--- src/rtl/prom_fetch_if.sv ---
// Bundle of request, PROM and output-stream signals for the PROM fetch controller.
// The master side issues bursts and models the PROM; the slave side is the controller.
interface prom_fetch_if;
  logic        req_valid;
  logic        req_ready;
  logic [14:0] req_addr;
  logic [3:0]  req_len;
  logic [14:0] rom_addr;
  logic        rom_cs_n;
  logic        rom_oe_n;
  logic [7:0]  rom_data;
  logic        dout_valid;
  logic        dout_ready;
  logic [7:0]  dout_data;
  logic        dout_last;
  logic        busy;
  logic        err;

  modport slave (
    input  req_valid, req_addr, req_len, rom_data, dout_ready,
    output req_ready, rom_addr, rom_cs_n, rom_oe_n,
           dout_valid, dout_data, dout_last, busy, err
  );

  modport master (
    output req_valid, req_addr, req_len, rom_data, dout_ready,
    input  req_ready, rom_addr, rom_cs_n, rom_oe_n,
           dout_valid, dout_data, dout_last, busy, err
  );
endinterface

--- src/rtl/prom_fetch_ctrl.sv ---
// Burst reader for a 32Kx8 asynchronous PROM: IDLE -> ACCESS (WAIT_CYCLES+1) -> OUT per byte.
// Optional macro PROM_FETCH_ADDR_CHK_EN rejects bursts that would run past 0x7FFF (err pulse).
module prom_fetch_ctrl #(
  parameter int WAIT_CYCLES = 1
) (
  input logic         clk,
  input logic         rst,
  prom_fetch_if.slave bus
);

  typedef enum logic [1:0] {IDLE, ACCESS, OUT} state_t;

  localparam logic [3:0] WAIT_INIT = 4'(WAIT_CYCLES);

  state_t      state_reg, state_next;
  logic [14:0] addr_reg, addr_next;
  logic [3:0]  remaining_reg, remaining_next;
  logic [3:0]  wait_reg, wait_next;
  logic [7:0]  data_reg, data_next;
  logic        addr_bad;

`ifdef PROM_FETCH_ADDR_CHK_EN
  logic [15:0] end_addr;
  logic        err_reg;

  assign end_addr = {1'b0, bus.req_addr} + {12'd0, bus.req_len};
  assign addr_bad = (end_addr > 16'h7FFF);

  always_ff @(posedge clk or posedge rst) begin
    if (rst) err_reg <= 1'b0;
    else     err_reg <= (state_reg == IDLE) && bus.req_valid && addr_bad;
  end

  assign bus.err = err_reg;
`else
  assign addr_bad = 1'b0;
  assign bus.err  = 1'b0;
`endif

  always_ff @(posedge clk or posedge rst) begin
    if (rst) begin
      state_reg     <= IDLE;
      addr_reg      <= '0;
      remaining_reg <= '0;
      wait_reg      <= '0;
      data_reg      <= '0;
    end else begin
      state_reg     <= state_next;
      addr_reg      <= addr_next;
      remaining_reg <= remaining_next;
      wait_reg      <= wait_next;
      data_reg      <= data_next;
    end
  end

  always_comb begin
    state_next     = state_reg;
    addr_next      = addr_reg;
    remaining_next = remaining_reg;
    wait_next      = wait_reg;
    data_next      = data_reg;
    case (state_reg)
      IDLE: begin
        if (bus.req_valid && !addr_bad) begin
          addr_next      = bus.req_addr;
          remaining_next = bus.req_len;
          wait_next      = WAIT_INIT;
          state_next     = ACCESS;
        end
      end
      ACCESS: begin
        // Sample the PROM on the final access edge; address stays put throughout.
        if (wait_reg == 4'd0) begin
          data_next  = bus.rom_data;
          state_next = OUT;
        end else begin
          wait_next = wait_reg - 4'd1;
        end
      end
      OUT: begin
        if (bus.dout_ready) begin
          if (remaining_reg == 4'd0) begin
            state_next = IDLE;
          end else begin
            addr_next      = addr_reg + 15'd1;
            remaining_next = remaining_reg - 4'd1;
            wait_next      = WAIT_INIT;
            state_next     = ACCESS;
          end
        end
      end
      default: state_next = IDLE;
    endcase
  end

  assign bus.req_ready  = (state_reg == IDLE);
  assign bus.busy       = (state_reg != IDLE);
  assign bus.rom_cs_n   = (state_reg != ACCESS);
  assign bus.rom_oe_n   = (state_reg != ACCESS);
  assign bus.rom_addr   = addr_reg;
  assign bus.dout_valid = (state_reg == OUT);
  assign bus.dout_data  = data_reg;
  assign bus.dout_last  = (state_reg == OUT) && (remaining_reg == 4'd0);

endmodule

--- src/flat_wrapper.sv ---
// flat-port wrapper written by rule: the top's interface ports become plain ports
module prom_fetch_ctrl_flat 
#(
  parameter int WAIT_CYCLES = 1
)
  (clk, rst, bus_req_valid, bus_req_addr, bus_req_len, bus_rom_data, bus_dout_ready, bus_req_ready, bus_rom_addr, bus_rom_cs_n, bus_rom_oe_n, bus_dout_valid, bus_dout_data, bus_dout_last, bus_busy, bus_err);
  prom_fetch_if bus_i ();
  input logic clk;
  input logic rst;
  input wire logic [$bits(bus_i.req_valid)-1:0] bus_req_valid;
  input wire logic [$bits(bus_i.req_addr)-1:0] bus_req_addr;
  input wire logic [$bits(bus_i.req_len)-1:0] bus_req_len;
  input wire logic [$bits(bus_i.rom_data)-1:0] bus_rom_data;
  input wire logic [$bits(bus_i.dout_ready)-1:0] bus_dout_ready;
  output wire logic [$bits(bus_i.req_ready)-1:0] bus_req_ready;
  output wire logic [$bits(bus_i.rom_addr)-1:0] bus_rom_addr;
  output wire logic [$bits(bus_i.rom_cs_n)-1:0] bus_rom_cs_n;
  output wire logic [$bits(bus_i.rom_oe_n)-1:0] bus_rom_oe_n;
  output wire logic [$bits(bus_i.dout_valid)-1:0] bus_dout_valid;
  output wire logic [$bits(bus_i.dout_data)-1:0] bus_dout_data;
  output wire logic [$bits(bus_i.dout_last)-1:0] bus_dout_last;
  output wire logic [$bits(bus_i.busy)-1:0] bus_busy;
  output wire logic [$bits(bus_i.err)-1:0] bus_err;
  assign bus_i.req_valid = bus_req_valid;
  assign bus_i.req_addr = bus_req_addr;
  assign bus_i.req_len = bus_req_len;
  assign bus_i.rom_data = bus_rom_data;
  assign bus_i.dout_ready = bus_dout_ready;
  assign bus_req_ready = bus_i.req_ready;
  assign bus_rom_addr = bus_i.rom_addr;
  assign bus_rom_cs_n = bus_i.rom_cs_n;
  assign bus_rom_oe_n = bus_i.rom_oe_n;
  assign bus_dout_valid = bus_i.dout_valid;
  assign bus_dout_data = bus_i.dout_data;
  assign bus_dout_last = bus_i.dout_last;
  assign bus_busy = bus_i.busy;
  assign bus_err = bus_i.err;
  prom_fetch_ctrl #(.WAIT_CYCLES(WAIT_CYCLES)) u_core (.clk(clk), .rst(rst), .bus(bus_i));
endmodule
--- config.mk ---
export PLATFORM = sky130hd
export DESIGN_NAME = prom_fetch_ctrl_flat
export DESIGN_NICKNAME = d
export VERILOG_FILES = /design/src/rtl/prom_fetch_if.sv /design/src/rtl/prom_fetch_ctrl.sv /design/src/flat_wrapper.sv
export SDC_FILE = /design/constraint.sdc
export NUM_CORES = 1
export LEC_CHECK = 0
export ABC_AREA = 1
export ABC_CLOCK_PERIOD_IN_PS = 2200
export CORE_ASPECT_RATIO = 0.9
export CORE_MARGIN = 2
export CORE_UTILIZATION = 63
export CTS_CLUSTER_SIZE = 40
export DETAILED_ROUTE_END_ITERATION = 16
export DONT_BUFFER_PORTS = 1
export GPL_TIMING_DRIVEN = 0
export PLACE_DENSITY = 0.85
export SYNTH_ARGS = -nofsm -noshare
export SYNTH_HDL_FRONTEND = slang
export SYNTH_SLANG_ARGS = --single-unit
--- constraint.sdc ---
create_clock -name clk -period 2.2 [get_ports clk]
set_clock_uncertainty 0.05 [all_clocks]
set_input_delay 0.33 -clock clk [delete_from_list [all_inputs] [get_ports clk]]
set_output_delay 0.33 -clock clk [all_outputs]
set_load 0.01 [all_outputs]
==> reports/qor.yml, run 1 <==
fin_nets: 327
setup_tns_ps: 0
num_vias: 1787
cts_buffer_depth: 2
setup_viol: 0
fp.dieH_um: 57.0
crit_type: "reg -> out"
postSynthCellCount: 284
clock_latency_ps: 350
dr.first_iter.drc_count: 161
worst_pin_slew_ps: 598
die_w_um: 62.9
grt_pass1_vias: 1544
dp_cells: 326
dr.pass1.iters: 5
power.density_nw_per_um2: 1500
core_um2: 3020
fin_cells: 336
gp_congestion: 0.924
clk_pin_slew_worst_paths_ps: 100
cts_tree: "yes"
period_share_pct: 88.9
finalWirelength_um: 4340
ys_seq_elements: 33
final_util_pct: 69.9
syn_to_final_growth_pct: 7.38
initial_core_util_pct: 65.1
rsz0062_at_grt: "no"
synth_flop_cell: "dfrtp_1"
dp_hpwl_um: 3060
cp_max_fo: 10
finalHoldViolations: 0
max_freq_ghz: 0.512
ir_drop_uv: 777
arrival_ps: 1570
numPortBuffers: 0
startpoint_type: "flop"
leakage_nw: 1.04
synth-async-reset-ratio_pct: 100
max_cap_viol_count: 0
largest_register_ffs: 15
io_pins: 61
gr-total-overflow: 0
htree_levels: 2
relSlewSlack_pct: 60.1
synth_warnings: 0
grt_usage_pct: 26.2
grt_pass1_wl_um: 7190
hold_path_class: "in -> reg"
syn_area_per_cell_um2: 6.92
cts_sinks: 33
drive_above_1_share_pct: 8.50
drc: 0
power_mw: 3.16
antenna_found_initial: 0
period_needed_ps: 1950
rows: 19
netlist_area_um2: 1970
synth-edff-count: 0
cts_buffers: 5
avgRoutedWirePerCell_um: 12.9
final-max-slew-violation-count: 0
synth-seq-area-share_pct: 42.0
grt_max_degree: 34
dieArea_um2: 3580
synth_cell_type_count: 28
antenna_left: 0
viasPerCell: 5.32
crit_required_ps: 1820
status: "complete, no violations"
syn_nets: 318
worstSetupEndpointType: "primary output"
clock-root-buffer: "clkbuf_4"
diodes: 0
[layout make-up]
type,instances,area [um2]
multi-input cells,213,958
clock buffers,5,37.5
inverters,29,109
well taps,42,52.6
repair buffers,2,37.5
clock inverters,3,17.5
flip-flops and latches,33,826
fillers,263,908
plain buffers,9,72.6
[metrics by stage]
step | cell area (um2) | hold WS [ps] | worst slack [ps]
after CTS | 2070 | 36.1 | 268
after global routing | 2110 | 9.88 | 154
after global placement | 2020 | 398 | 392
after floorplan | 1970 | 397 | 662
final | 2110 | 33.7 | 245
after detailed placement | 2020 | 401 | 363
[cell families (layout without fill, tap and decap cells)]
family	after synthesis	after routing	share of synthesized area, %
AOI/OAI and AO/OA	27	27	7.57
other	1	1	0.191
xor gates and xnor gates	4	4	1.78
and+or+nand+nor	178	178	37.3
adders and majority gates	3	3	1.91
DFF	33	33	42.0
buffers and inverters	38	48	9.23
[worst max-delay path, stage by stage (launching register included)]
cell	delay, ps
dfrtp_1	390
buf_6	130
nor2_4	200
buf_1	500
[worst paths after layout]
kind / to / slack (ps) / start / cells past startpoint
min: u_core.bus.dout_data[4]$_DFFE_PP0P_ / 30 / bus_rom_data[4] / 2
min in group asynchronous: u_core.bus.dout_data[4]$_DFFE_PP0P_ / 290 / rst / 2
max reg2reg: u_core.bus.dout_data[4]$_DFFE_PP0P_ / 340 / u_core.wait_reg[0]$_DFFE_PP0P_ / 9
max in group asynchronous: u_core.bus.rom_addr[6]$_DFFE_PP0P_ / 1400 / rst / 3
min reg2reg: u_core.wait_reg[1]$_DFFE_PP0P_ / 450 / u_core.wait_reg[1]$_DFFE_PP0P_ / 2
max: bus_dout_valid / 250 / u_core.state_reg[0]$_DFFE_PP0P_ / 3
[cells in the mapped netlist (all sizes together), types with 3 or more instances]
master | n | share of area (%)
nand4 | 8 | 2.5
inv | 28 | 5.3
dfrtp | 33 | 42
a21oi | 6 | 1.5
or2 | 3 | 0.95
nand2 | 100 | 19
o21ai | 15 | 3.8
nor2 | 47 | 9.6
buf | 8 | 3.5
nand3 | 18 | 4.6
ha | 3 | 1.9
[report_power, final]
group / total (mW) / switching, mW / leakage [nW] / internal [mW]
Clock: 0.343 / 0.223 / 0.0310 / 0.120
Combinational: 1.50 / 0.947 / 0.611 / 0.552
Sequential: 1.32 / 0.414 / 0.399 / 0.905
Total: 3.16 / 1.58 / 1.04 / 1.58
[routing by layer]
metal / track usage [%] / vias up / wire (um)
li1: - / 907 / -
met1: 35.9 / 798 / 2050
met2: 39.2 / 75 / 1840
met3: 10.3 / 7 / 393
met4: 6.98 / 0 / 55
met5: 0 / - / 0
[repair_timing]
| item | in CTS | in global routing |
|---|---|---|
| hold buffers | 0 | 1 |
| hold endpoints to repair | 0 | 16 |
| gates resized for setup | 0 | 0 |
| buffers inserted | 0 | 0 |
[layout by cell type (no fill, tap or decap), types with 2 or more instances in the layout]
cell	n
or2_2	3
buf_4	2
nor2_1	44
ha_1	3
o21a_1	2
clkbuf_4	5
nand4_1	8
xnor2_1	2
inv_2	3
inv_1	24
clkinv_1	2
o211ai_1	2
nand2_1	100
a21oi_1	6
nor2_2	2
buf_6	4
clkinv_2	2
nor3_1	2
dfrtp_1	33
nand3_1	18
o21ai_1	5
xor2_1	2
o21ai_0	10
Power figures use the tool's default switching activity.
==> run 2: changes to the inputs <==
--- a/config.mk
+++ b/config.mk
@@ -6,15 +6,15 @@
 export NUM_CORES = 1
 export LEC_CHECK = 0
 export ABC_AREA = 1
-export ABC_CLOCK_PERIOD_IN_PS = 2200
+export ABC_CLOCK_PERIOD_IN_PS = 2100
 export CORE_ASPECT_RATIO = 0.9
 export CORE_MARGIN = 2
-export CORE_UTILIZATION = 63
+export CORE_UTILIZATION = 40
 export CTS_CLUSTER_SIZE = 40
 export DETAILED_ROUTE_END_ITERATION = 16
 export DONT_BUFFER_PORTS = 1
 export GPL_TIMING_DRIVEN = 0
-export PLACE_DENSITY = 0.85
+export PLACE_DENSITY = 0.6
 export SYNTH_ARGS = -nofsm -noshare
 export SYNTH_HDL_FRONTEND = slang
 export SYNTH_SLANG_ARGS = --single-unit
==> constraint.sdc (replaced) <==
create_clock -name clk -period 2.1 [get_ports clk]
set_clock_uncertainty 0.05 [all_clocks]
set_input_delay 0.315 -clock clk [delete_from_list [all_inputs] [get_ports clk]]
set_output_delay 0.315 -clock clk [all_outputs]
set_load 0.01 [all_outputs]
==> reports/qor.yml, run 2 (synthesized netlist as in run 1, its figures left out) <==
drive_above_1_share_pct: 8.22
max_freq_ghz: 0.529
place_area_um2: 2050
internal_power_mw: 1.91
finalHoldViolations: 33
relSlewSlack_pct: 52.4
dp_hpwl_um: 3400
period_needed_ps: 1890
layout_commonest_cell: "nand2_1"
r2r_end: "u_core.bus.rom_addr[10]$_DFFE_PP0P_"
dr.pass1.iters: 4
antenna_left: 0
cts_sinks: 33
avgRoutedWirePerCell_um: 13.0
initial_core_util_pct: 41.2
crit_type: "reg -> out"
leakage_nw: 1.05
fill_cells: 480
drc: 0
core_um2: 4770
p_clk_share_pct: 17.5
rows: 24
ir_drop_uv: 802
multi_input_area_um2: 963
htree_levels: 2
die_w_um: 77.9
cts_buffers: 5
num_vias: 1766
gr-total-overflow: 0
cts_tree: "yes"
worstSetupEndpointType: "primary output"
swShare_pct: 46.7
finalWirelength_um: 4650
cp_max_fo: 10
gp_congestion: 0.884
status: "finished with violations"
worst_pin_slew_ps: 713
cts_setup_buffers: 0
io_pins: 61
cts_buffer_depth: 2
grt_pass1_wl_um: 7900
p_switching_mw: 1.67
grt_max_degree: 34
final-seq-area_um2: 826
setup_tns_ps: 0
syn_to_final_growth_pct: 10.3
post_cts_resize_count: 0
whs_ps: -25.6
final_cell_mix: "nand2_1, nor2_1, dfrtp_1, inv_1, nand3_1"
clk_pin_slew_worst_paths_ps: 80
rr_worst_depth: 8
period_share_pct: 90.0
grt_pass1_vias: 1637
max_cap_viol_count: 0
comb_power_share_pct: 43.8
grt_usage_pct: 18.2
violations: "negative hold slack"
fin_area_um2: 2170
startpoint_type: "flop"
rsz0062_at_grt: "no"
fp.dieH_um: 70.5
diodes: 0
power_frac_seq_pct: 38.7
rrSetupSlack_ps: 300
rr_startpoint: "u_core.bus.rom_addr[0]$_DFFE_PP0P_"
clock-root-buffer: "clkbuf_8"
setup_viol: 0
numPortBuffers: 0
largest_register_ffs: 15
dr.first_iter.drc_count: 79
viasPerCell: 4.95
hold_path_class: "in -> async"
fin_nets: 325
antenna_found_initial: 0
arrival_ps: 1530
dieArea_um2: 5490
final-max-slew-violation-count: 0
crit_required_ps: 1740
power.density_nw_per_um2: 1650
clock_latency_ps: 290
hold_buffers: 0
## run 2: worst max-delay path: stages (launching register included)
cell	delay [ps]
dfrtp_1	370
buf_6	130
nor2_4	210
buf_1	530
## run 2: cell type report
type	count	area share [%]
Tap cell	65	3.75
Multi-Input combinational cell	213	44.4
Sequential cell	33	38.1
Inverter	29	5.02
Clock inverter	1	1.38
Buffer	9	3.35
Clock buffer	7	3.98
## run 2: stage by stage
stage / util [%] / hold slack (ps) / std cells / power (mW) / worst slack, ps
4_1_cts: 45.3 / 92.5 / 357 / 3.60 / 187
5_1_grt: 45.4 / 23.4 / 357 / 3.94 / 78.7
6_report: 45.4 / -25.6 / 357 / 3.58 / 210
2_1_floorplan: - / 382 / 284 / 2.59 / 562
3_3_place_gp: 42.9 / 382 / 349 / 2.93 / 293
3_5_place_dp: 42.9 / 389 / 349 / 2.97 / 245
## run 2: worst max-delay path by stage
stage	from	slack, ps	depth (start not counted)	endpoint
after global placement	u_core.wait_reg[0]$_DFFE_PP0P_	290	9	u_core.bus.dout_data[0]$_DFFE_PP0P_
after floorplan	u_core.wait_reg[0]$_DFFE_PP0P_	560	9	u_core.bus.dout_data[0]$_DFFE_PP0P_
after CTS	u_core.state_reg[0]$_DFFE_PP0P_	190	3	bus_dout_valid
after detailed placement	u_core.wait_reg[0]$_DFFE_PP0P_	240	9	u_core.bus.dout_data[0]$_DFFE_PP0P_
final	u_core.state_reg[0]$_DFFE_PP0P_	210	3	bus_dout_valid
after global routing	u_core.remaining_reg[0]$_DFFE_PP0P_	80	11	u_core.wait_reg[3]$_DFFE_PP0P_
## run 2: power groups by stage
stage | logic [mW] | registers, mW | clock network [mW]
floorplan | 1.29 | 1.30 | 0
global placement | 1.55 | 1.39 | 0
detailed placement | 1.58 | 1.39 | 0
CTS | 1.58 | 1.38 | 0.640
global route | 1.82 | 1.45 | 0.672
finish | 1.57 | 1.38 | 0.628
## run 2: routing by layer
metal,part of all wire [%],global-route usage [%]
met1,44,23.1
met2,46,29.9
met3,8.7,6.46
met4,0.92,4.68
met5,0,0
